<file path="src/rtl/i2c_frame_receiver.sv">
// rtl/i2c_frame_receiver.sv - I2C target front end for single-register write frames
module i2c_frame_receiver #(
    parameter logic [6:0] SLAVE_ADDR  = 7'h40,
    parameter int         SYNC_STAGES = 2
) (
    input  logic       i_clk,
    input  logic       i_rst,
    input  logic       i_SCL,
    input  logic       i_SDA,
    output logic       o_SDA_low,
    output logic [7:0] o_reg_addr,
    output logic [7:0] o_data,
    output logic       o_valid,
    output logic       o_busy
);

    typedef enum logic [3:0] {
        IDLE, ADDR, ACK_ADDR, REG, ACK_REG, DATA, ACK_DATA, WAIT_STOP, IGNORE
    } state_t;

    logic [SYNC_STAGES-1:0] scl_sync_q, scl_sync_d;
    logic [SYNC_STAGES-1:0] sda_sync_q, sda_sync_d;
    logic                   scl_prev_q, sda_prev_q;

    state_t     state_q, state_d;
    logic [3:0] cnt_q, cnt_d;
    logic [6:0] shift_q, shift_d;
    logic [7:0] reg_byte_q, reg_byte_d;
    logic [7:0] reg_addr_q, reg_addr_d;
    logic [7:0] data_q, data_d;
    logic       valid_q, valid_d;
    logic       sda_low_q, sda_low_d;
    logic       ack_held_q, ack_held_d;

    logic       scl_s, sda_s;
    logic       start_ev, stop_ev, scl_rise, scl_fall;
    logic [7:0] byte_w;

    assign scl_sync_d = {scl_sync_q[SYNC_STAGES-2:0], i_SCL};
    assign sda_sync_d = {sda_sync_q[SYNC_STAGES-2:0], i_SDA};
    assign scl_s      = scl_sync_q[SYNC_STAGES-1];
    assign sda_s      = sda_sync_q[SYNC_STAGES-1];

    assign start_ev = scl_s & scl_prev_q & sda_prev_q & ~sda_s;
    assign stop_ev  = scl_s & scl_prev_q & ~sda_prev_q & sda_s;
    assign scl_rise = scl_s & ~scl_prev_q;
    assign scl_fall = ~scl_s & scl_prev_q;
    assign byte_w   = {shift_q, sda_s};

    always_comb begin
        state_d    = state_q;
        cnt_d      = cnt_q;
        shift_d    = shift_q;
        reg_byte_d = reg_byte_q;
        reg_addr_d = reg_addr_q;
        data_d     = data_q;
        valid_d    = 1'b0;
        sda_low_d  = sda_low_q;
        ack_held_d = ack_held_q;

        // Bus conditions override any SCL edge seen in the same cycle.
        if (start_ev) begin
            state_d    = ADDR;
            cnt_d      = 4'd0;
            sda_low_d  = 1'b0;
            ack_held_d = 1'b0;
        end else if (stop_ev) begin
            state_d    = IDLE;
            cnt_d      = 4'd0;
            sda_low_d  = 1'b0;
            ack_held_d = 1'b0;
        end else begin
            case (state_q)
                ADDR, REG, DATA: begin
                    if (scl_rise) begin
                        shift_d = byte_w[6:0];
                        if (cnt_q == 4'd7) begin
                            cnt_d = 4'd0;
                            case (state_q)
                                ADDR: begin
                                    if (byte_w[7:1] == SLAVE_ADDR && !byte_w[0]) begin
                                        state_d = ACK_ADDR;
                                    end else begin
                                        state_d = IGNORE;
                                    end
                                end
                                REG: begin
                                    reg_byte_d = byte_w;
                                    state_d    = ACK_REG;
                                end
                                default: begin
                                    reg_addr_d = reg_byte_q;
                                    data_d     = byte_w;
                                    valid_d    = 1'b1;
                                    state_d    = ACK_DATA;
                                end
                            endcase
                        end else begin
                            cnt_d = cnt_q + 4'd1;
                        end
                    end
                end
                ACK_ADDR, ACK_REG, ACK_DATA: begin
                    // First fall opens the ACK slot, the second fall closes it.
                    if (scl_fall) begin
                        if (!ack_held_q) begin
                            sda_low_d  = 1'b1;
                            ack_held_d = 1'b1;
                        end else begin
                            sda_low_d  = 1'b0;
                            ack_held_d = 1'b0;
                            case (state_q)
                                ACK_ADDR: state_d = REG;
                                ACK_REG:  state_d = DATA;
                                default:  state_d = WAIT_STOP;
                            endcase
                        end
                    end
                end
                default: begin
                end
            endcase
        end
    end

    always_ff @(posedge i_clk or posedge i_rst) begin
        if (i_rst) begin
            scl_sync_q <= '1;
            sda_sync_q <= '1;
            scl_prev_q <= 1'b1;
            sda_prev_q <= 1'b1;
            state_q    <= IDLE;
            cnt_q      <= 4'd0;
            shift_q    <= 7'd0;
            reg_byte_q <= 8'h00;
            reg_addr_q <= 8'h00;
            data_q     <= 8'h00;
            valid_q    <= 1'b0;
            sda_low_q  <= 1'b0;
            ack_held_q <= 1'b0;
        end else begin
            scl_sync_q <= scl_sync_d;
            sda_sync_q <= sda_sync_d;
            scl_prev_q <= scl_s;
            sda_prev_q <= sda_s;
            state_q    <= state_d;
            cnt_q      <= cnt_d;
            shift_q    <= shift_d;
            reg_byte_q <= reg_byte_d;
            reg_addr_q <= reg_addr_d;
            data_q     <= data_d;
            valid_q    <= valid_d;
            sda_low_q  <= sda_low_d;
            ack_held_q <= ack_held_d;
        end
    end

    assign o_SDA_low  = sda_low_q;
    assign o_reg_addr = reg_addr_q;
    assign o_data     = data_q;
    assign o_valid    = valid_q;
    assign o_busy     = (state_q != IDLE);

endmodule

</file>
<file path="config.mk">
export PLATFORM = sky130hd
export DESIGN_NAME = i2c_frame_receiver
export DESIGN_NICKNAME = d
export VERILOG_FILES = /design/src/rtl/i2c_frame_receiver.sv
export SDC_FILE = /design/constraint.sdc
export NUM_CORES = 1
export LEC_CHECK = 0
export BUFFER_PORTS_ARGS = -buffer_cell sky130_fd_sc_hd__buf_2
export CAP_MARGIN = 20
export CORE_MARGIN = 8
export CORE_UTILIZATION = 35
export DETAILED_ROUTE_END_ITERATION = 10
export HOLD_SLACK_MARGIN = 0.08
export PLACE_DENSITY_LB_ADDON = 0.15
export SYNTH_ARGS = -nofsm -noshare
export SYNTH_HDL_FRONTEND = slang
export SYNTH_SLANG_ARGS = --single-unit
</file>
<file path="constraint.sdc">
create_clock -name i_clk -period 3.4 [get_ports i_clk]
set_input_delay 0.17 -clock i_clk [delete_from_list [all_inputs] [get_ports i_clk]]
set_output_delay 0.17 -clock i_clk [all_outputs]
set_load 0.03 [all_outputs]
</file>
==> results of run 1 <==
[power groups by stage]
stage,Sequential (mW),Combinational (mW),Clock (mW)
after floorplan,0.704,0.238,0
after global placement,0.740,0.266,0
after detailed placement,0.744,0.276,0
after CTS,0.732,0.278,0.337
after global routing,0.747,0.309,0.362
final,0.732,0.276,0.322
[sequential cells by signal, indices dropped and copies added (netlist names)]
register,cells
ack_held_q,1
reg_byte_q,8
scl_sync_q,2
sda_sync_q,2
o_reg_addr,8
o_data,8
state_q,4
cnt_q,4
shift_q,7
sda_prev_q,1
scl_prev_q,1
o_valid,1
[worst max-delay path: stages (launching register included)]
cell,delay (ps)
dfstp_2,610
nand2_1,90
nor2_1,410
a221o_2,260
mux2_1,330
[path summary, 6_finish.rpt]
check                               from             to  slack (ps)
max                        scl_sync_q[1]     state_q[0]        1580
min                                i_rst  o_reg_addr[0]         270
max reg2reg                scl_sync_q[1]     state_q[0]        1580
min reg2reg                sda_sync_q[0]  sda_sync_q[1]         360
max in group asynchronous          i_rst     scl_prev_q        2650
min in group i_clk         sda_sync_q[0]  sda_sync_q[1]         360
[cell usage after synthesis, drive strengths merged (3+ instances only)]
cell / n / area (µm²)
nor2: 7 / 26.3
buf: 4 / 32.5
mux2: 27 / 315
a21oi: 3 / 15.0
a21o: 4 / 30.0
nand2: 24 / 90.1
dfrtp: 41 / 1030
dfstp: 6 / 158
inv: 3 / 11.3
[layout make-up]
| cell class | instances | area share |
|---|---|---|
| sequential | 47 | 0.515 |
| multi-input combinational | 94 | 0.331 |
| clock buffer | 6 | 0.0316 |
| inverter | 3 | 0.00490 |
| clock inverter | 2 | 0.00598 |
| timing repair buffer | 27 | 0.0729 |
| tap | 72 | 0.0392 |
[what timing repair did]
action / CTS / global route
endpoints found under the hold margin: 2 / 41
hold buffers: 2 / 1
setup buffers: 0 / 0
[kinds of logic (layout without fill, tap and decap cells)]
family,count (synthesis),in the layout
compound gates,14,14
xor+xnor,3,3
fa+ha+maj,1,1
buf+inv,8,38
flops,47,47
mux,29,29
simple gates,47,47
[routing by layer]
metal	GRT usage	vias to the layer above	wire, µm
li1	-	581	-
met1	0.108	598	1640
met2	0.138	30	1580
met3	0.0387	2	221
met4	0.0327	0	25
met5	0	-	0
==> impl_results.md, run 1 <==
* EDFF count, synth at 0
* Worst-case reg-to-reg path depth at 4
* Largest family of logic cells by synthesized area: multiplexers
* FF/Latch Area at between 1000 and 1500 µm²
* Clock latency on the worst-skew pair at around 300 ps
* Max Fclk at between 500 and 600 MHz
* Clk pwr share at 0.242
* GRT Util Overall at 0.0895
* CTS sink cnt at 47
* H-Tree Depth at 2
* Synth Area in Compound Gates at 0.0515
* DRC errors left at 0
* Ratio of cells with drive above 1 in the final layout at 0.391
* Hold Crit Class: input port to asynchronous set/reset pin
* Grt ovf at 0
* Post-synthesis mux area share at 0.168
* Vias in the first global route at around 1.3k
* Worst hold slack at about 270 ps
* WP data arrival at a little under 2000 ps
* Cts repair resizes at 0
* Count of max-cap constraint violations at 0
* Die area at 8360 µm²
* Layout Skew at roughly 12 ps
* Diode count at 0
* GPL Wtd Cong at around 0.84
* I/O Buffers at 22
* DR iter-0 viols at 76
* HPWL Detailed at 2440 µm
* Slew Limit Fails at 0
* Simple-Gate Fraction of Synth Area at 0.143
* CTS tree: yes
* Critical path type: register to register
* Pre-antenna DRT Iters at 4
* Die Span Y at 91.4 µm
* Core footprint at 5510 µm²
* Initial antenna violation count at 0
* Fin cells at around 250
* VDD IR max at 0.306 mV
* Average wire per cell in the routed design at roughly 14 µm
* Synth Register Bits at 47
* Adder and majority gate portion of the synthesized area at 0.00628
* Setup ws final at 1580 ps
* Placement row count at 27
* Post-synthesis sequential area ratio at 0.594
* Req. time, crit path at between 3000 and 4000 ps
* Fin util at 0.418
* Tmin final at between 1500 and 2000 ps
* Setup crit end kind: register
* Total Power at 1.33 mW
* P_int at just over 0.9 mW
* Die Wd at 91.4 µm
* Final nets at about 180
* Final ANT Viol Nets at 0
* Dpl cells at approximately 240
* Cell variety after synth at 38
* Top_reg_cell synth: dfrtp_1
* Num CTS Buffers at 5
* Cell Area, Placed at approximately 2200 µm²
* Final Hold Viols at 0
* Tcrit/Tclk final at 0.536
* Mapped Nets at ~150
* Boundary Pins at 23
* Setup TNS at 0 ps
* Area Growth Syn to Fin at 15.5%
* Multi-input combinational cell area at 761 µm²
* First-pass GRT wire length at about 6100 µm
* Run status: complete, no violations
* Startpoint Class: register
* Syn Inst Count at approximately 150
* Clock-pin slew on the worst setup and hold paths at about 80 ps
* # fillers at between 500 and 600
* RSZ-0062 raised after global routing: false
* Fraction of registers with async set/reset at 1.00
* P_sw at about 0.43 mW
* Synth Cell Area at 1990 µm²
* CP Max Fanout at 8
* Number of setup violations in the final report at 0
* Final instance area at 2300 µm²
* CTS root buf: clkbuf_8
* Worst slack at placement at roughly 1600 ps
* Initial core utilization at 0.362
* PwrDens at 578 nW/µm²
* Least-Margin Pin Slew at around 500 ps
* Commonest non-fill, non-tap cells in the layout: 41 x dfrtp_1, 24 x nand2_1, 22 x mux2_2, 22 x buf_2, 7 x nor2_1
* Commonest non-fill, non-tap cell in the layout: dfrtp_1
* Comb power frac at 0.208
* Leakage at 1.23 nW
* Largest net degree at the start of global routing at 48
* Warnings, synthesis at 0
* Worst slew margin at 0.666
* Via count at roughly 1.2k
* Sw Ratio at 0.320
* Clk buf depth at 2
* Part of the power in registers at 0.550
* Xor/xnor cell area share of the yosys netlist at 0.0132
* Syn Area/Cell at 13.4 µm²
* Post-Route WL at approximately 3500 µm
* Drt via density at approximately 4.8
(Power assumes the default switching activity.)
==> run 2: changes to the inputs <==
clock period = 1.9 ns   (was 3.4 ns; I/O delays follow)
==> run 2 against run 1 <==
Net effect: combinational power grew 92%; clock power grew 85%; core utilization grew 0.91 points; critical path depth is the same; sequential share of layout area shrank 1.1 points; first-iteration DRC count shrank 70%.
==> impl_results.md, run 2 (synthesized netlist as in run 1, its figures left out) <==
* DRC errors left at 0
* Reg2reg setup slack at approximately 140 ps
* Startpoint Class: register
* Boundary Pins at 23
* Drt via density at 4.82
* First-pass GRT wire length at ~6400 µm
* Clk buf depth at 2
* Area Growth Syn to Fin at 18.0%
* Die Wd at 91.4 µm
* Clock-pin slew on the worst setup and hold paths at 100 ps
* Vias in the first global route at around 1.3k
* Hold Crit Class: input port to asynchronous set/reset pin
* Critical path type: register to register
* Post-Route WL at between 3000 and 4000 µm
* Final nets at 188
* DR iter-0 viols at 23
* Final Hold Viols at 0
* FF/Latch Area at between 1000 and 1500 µm²
* GPL Wtd Cong at 0.839
* Num CTS Buffers at 5
* Ratio of cells with drive above 1 in the final layout at 0.413
* CTS root buf: clkbuf_8
* Max Fclk at around 570 MHz
* Average wire per cell in the routed design at 14.2 µm
* Tmin final at 1760 ps
* Grt ovf at 0
* # fillers at about 520
* Least-Margin Pin Slew at 358 ps
* Multi-input combinational cell area at 768 µm²
* Die Span Y at 91.4 µm
* Setup crit end: state_q[0]
* VDD IR max at approximately 0.58 mV
* Worst-case reg-to-reg path depth at 4
* Diode count at 0
* Commonest non-fill, non-tap cell in the layout: dfrtp_1
* Setup crit end kind: register
* RSZ-0062 raised after global routing: false
* Clock latency on the worst-skew pair at 300 ps
* PwrDens at about 1000 nW/µm²
* Slew Limit Fails at 0
* CTS sink cnt at between 40 and 50
* I/O Buffers at 22
* Final ANT Viol Nets at 0
* Run status: complete, no violations
* Layout Skew at 13.6 ps
* Count of max-cap constraint violations at 0
* GRT Util Overall at 0.0942
* Initial antenna violation count at 0
* Via count at about 1.2k
* Reg-to-Reg End: state_q[0]
* Total Power at about 2.4 mW
* Critical R2R Launch: state_q[0]
* Req. time, crit path at about 2100 ps
* Worst slew margin at 0.755
* Crit path from: state_q[0]
* H-Tree Depth at 2
* Number of setup violations in the final report at 0
* HPWL Detailed at around 2700 µm
* Setup TNS at 0 ps
* CTS tree: yes
* Commonest non-fill, non-tap cells in the layout: 41 x dfrtp_1, 24 x nand2_1, 22 x mux2_2, 22 x buf_2, 7 x nor2_1
* WP data arrival at just under 2000 ps
* CP Max Fanout at 7
* Largest net degree at the start of global routing at 19
* Die area at around 8400 µm²
* Pre-antenna DRT Iters at 4
* Worst slack at placement at 108 ps
* Core footprint at approximately 5500 µm²
* Initial core utilization at 0.362
* Leakage at approximately 1.3 nW
* Tcrit/Tclk final at 0.926
* Setup ws final at about 140 ps
* Placement row count at 27
## run 2: changes by cell type in the layout (fill, tap and decap cells not counted)
cell,before,now
inv_6,0,1
clkbuf_1,1,0
nand3_4,0,1
buf_4,1,6
nand3_2,1,0
## run 2: final cells by class
cell class / count / share of cell area
sequential: 47 / 0.504
multi-input combinational: 94 / 0.327
timing repair buffer: 32 / 0.0873
tap: 72 / 0.0383
clock buffer: 5 / 0.0293
clock inverter: 3 / 0.00958
inverter: 3 / 0.00479
## run 2: worst min-delay path by stage
stage / slack [ps] / to / cells past startpoint / start
CTS: 300 / o_data[0] / 3 / i_rst
global placement: 70 / reg_byte_q[0] / 2 / i_rst
floorplan: 100 / scl_sync_q[0] / 0 / i_SCL
detailed placement: 80 / o_reg_addr[0] / 2 / i_rst
finish: 290 / o_data[0] / 3 / i_rst
global route: 330 / o_data[0] / 3 / i_rst
## run 2: what timing repair did
| action | in CTS | in global routing |
|---|---|---|
| setup buffers | 0 | 1 |
| resized for setup | 0 | 1 |
| endpoints found under the hold margin | 17 | 0 |
| hold buffers | 3 | 0 |
| setup endpoints to repair | 0 | 10 |
## run 2: layer usage
metal	track usage	part of all wire	wire length (µm)	vias up
li1	-	-	-	591
met1	0.109	0.45	1620	617
met2	0.155	0.49	1790	20
met3	0.0321	0.045	165	7
met4	0.0396	0.016	59	0
met5	0	0	0	-
## run 2: worst max-delay path, stage by stage, from the launching register on
cell	delay (ps)
dfrtp_1	460
nor2_1	210
nor4bb_4	380
a221o_2	270
mux2_1	330
## run 2: power breakdown
part | internal (mW) | total, mW | switching [mW]
registers | 1.12 | 1.29 | 0.169
clock network | 0.264 | 0.596 | 0.333
logic | 0.254 | 0.529 | 0.275
## run 2: per-stage QoR
| step | instances | utilization | area (µm²) | hold slack [ps] |
|---|---|---|---|---|
| final | 256 | 0.427 | 2350 | 291 |
| after global routing | 256 | 0.427 | 2350 | 326 |
| after CTS | 255 | 0.422 | 2320 | 300 |
| after detailed placement | 244 | 0.400 | 2200 | 81.6 |
| after global placement | 244 | 0.400 | 2200 | 66.2 |
| after floorplan | 149 | - | 1990 | 99.5 |
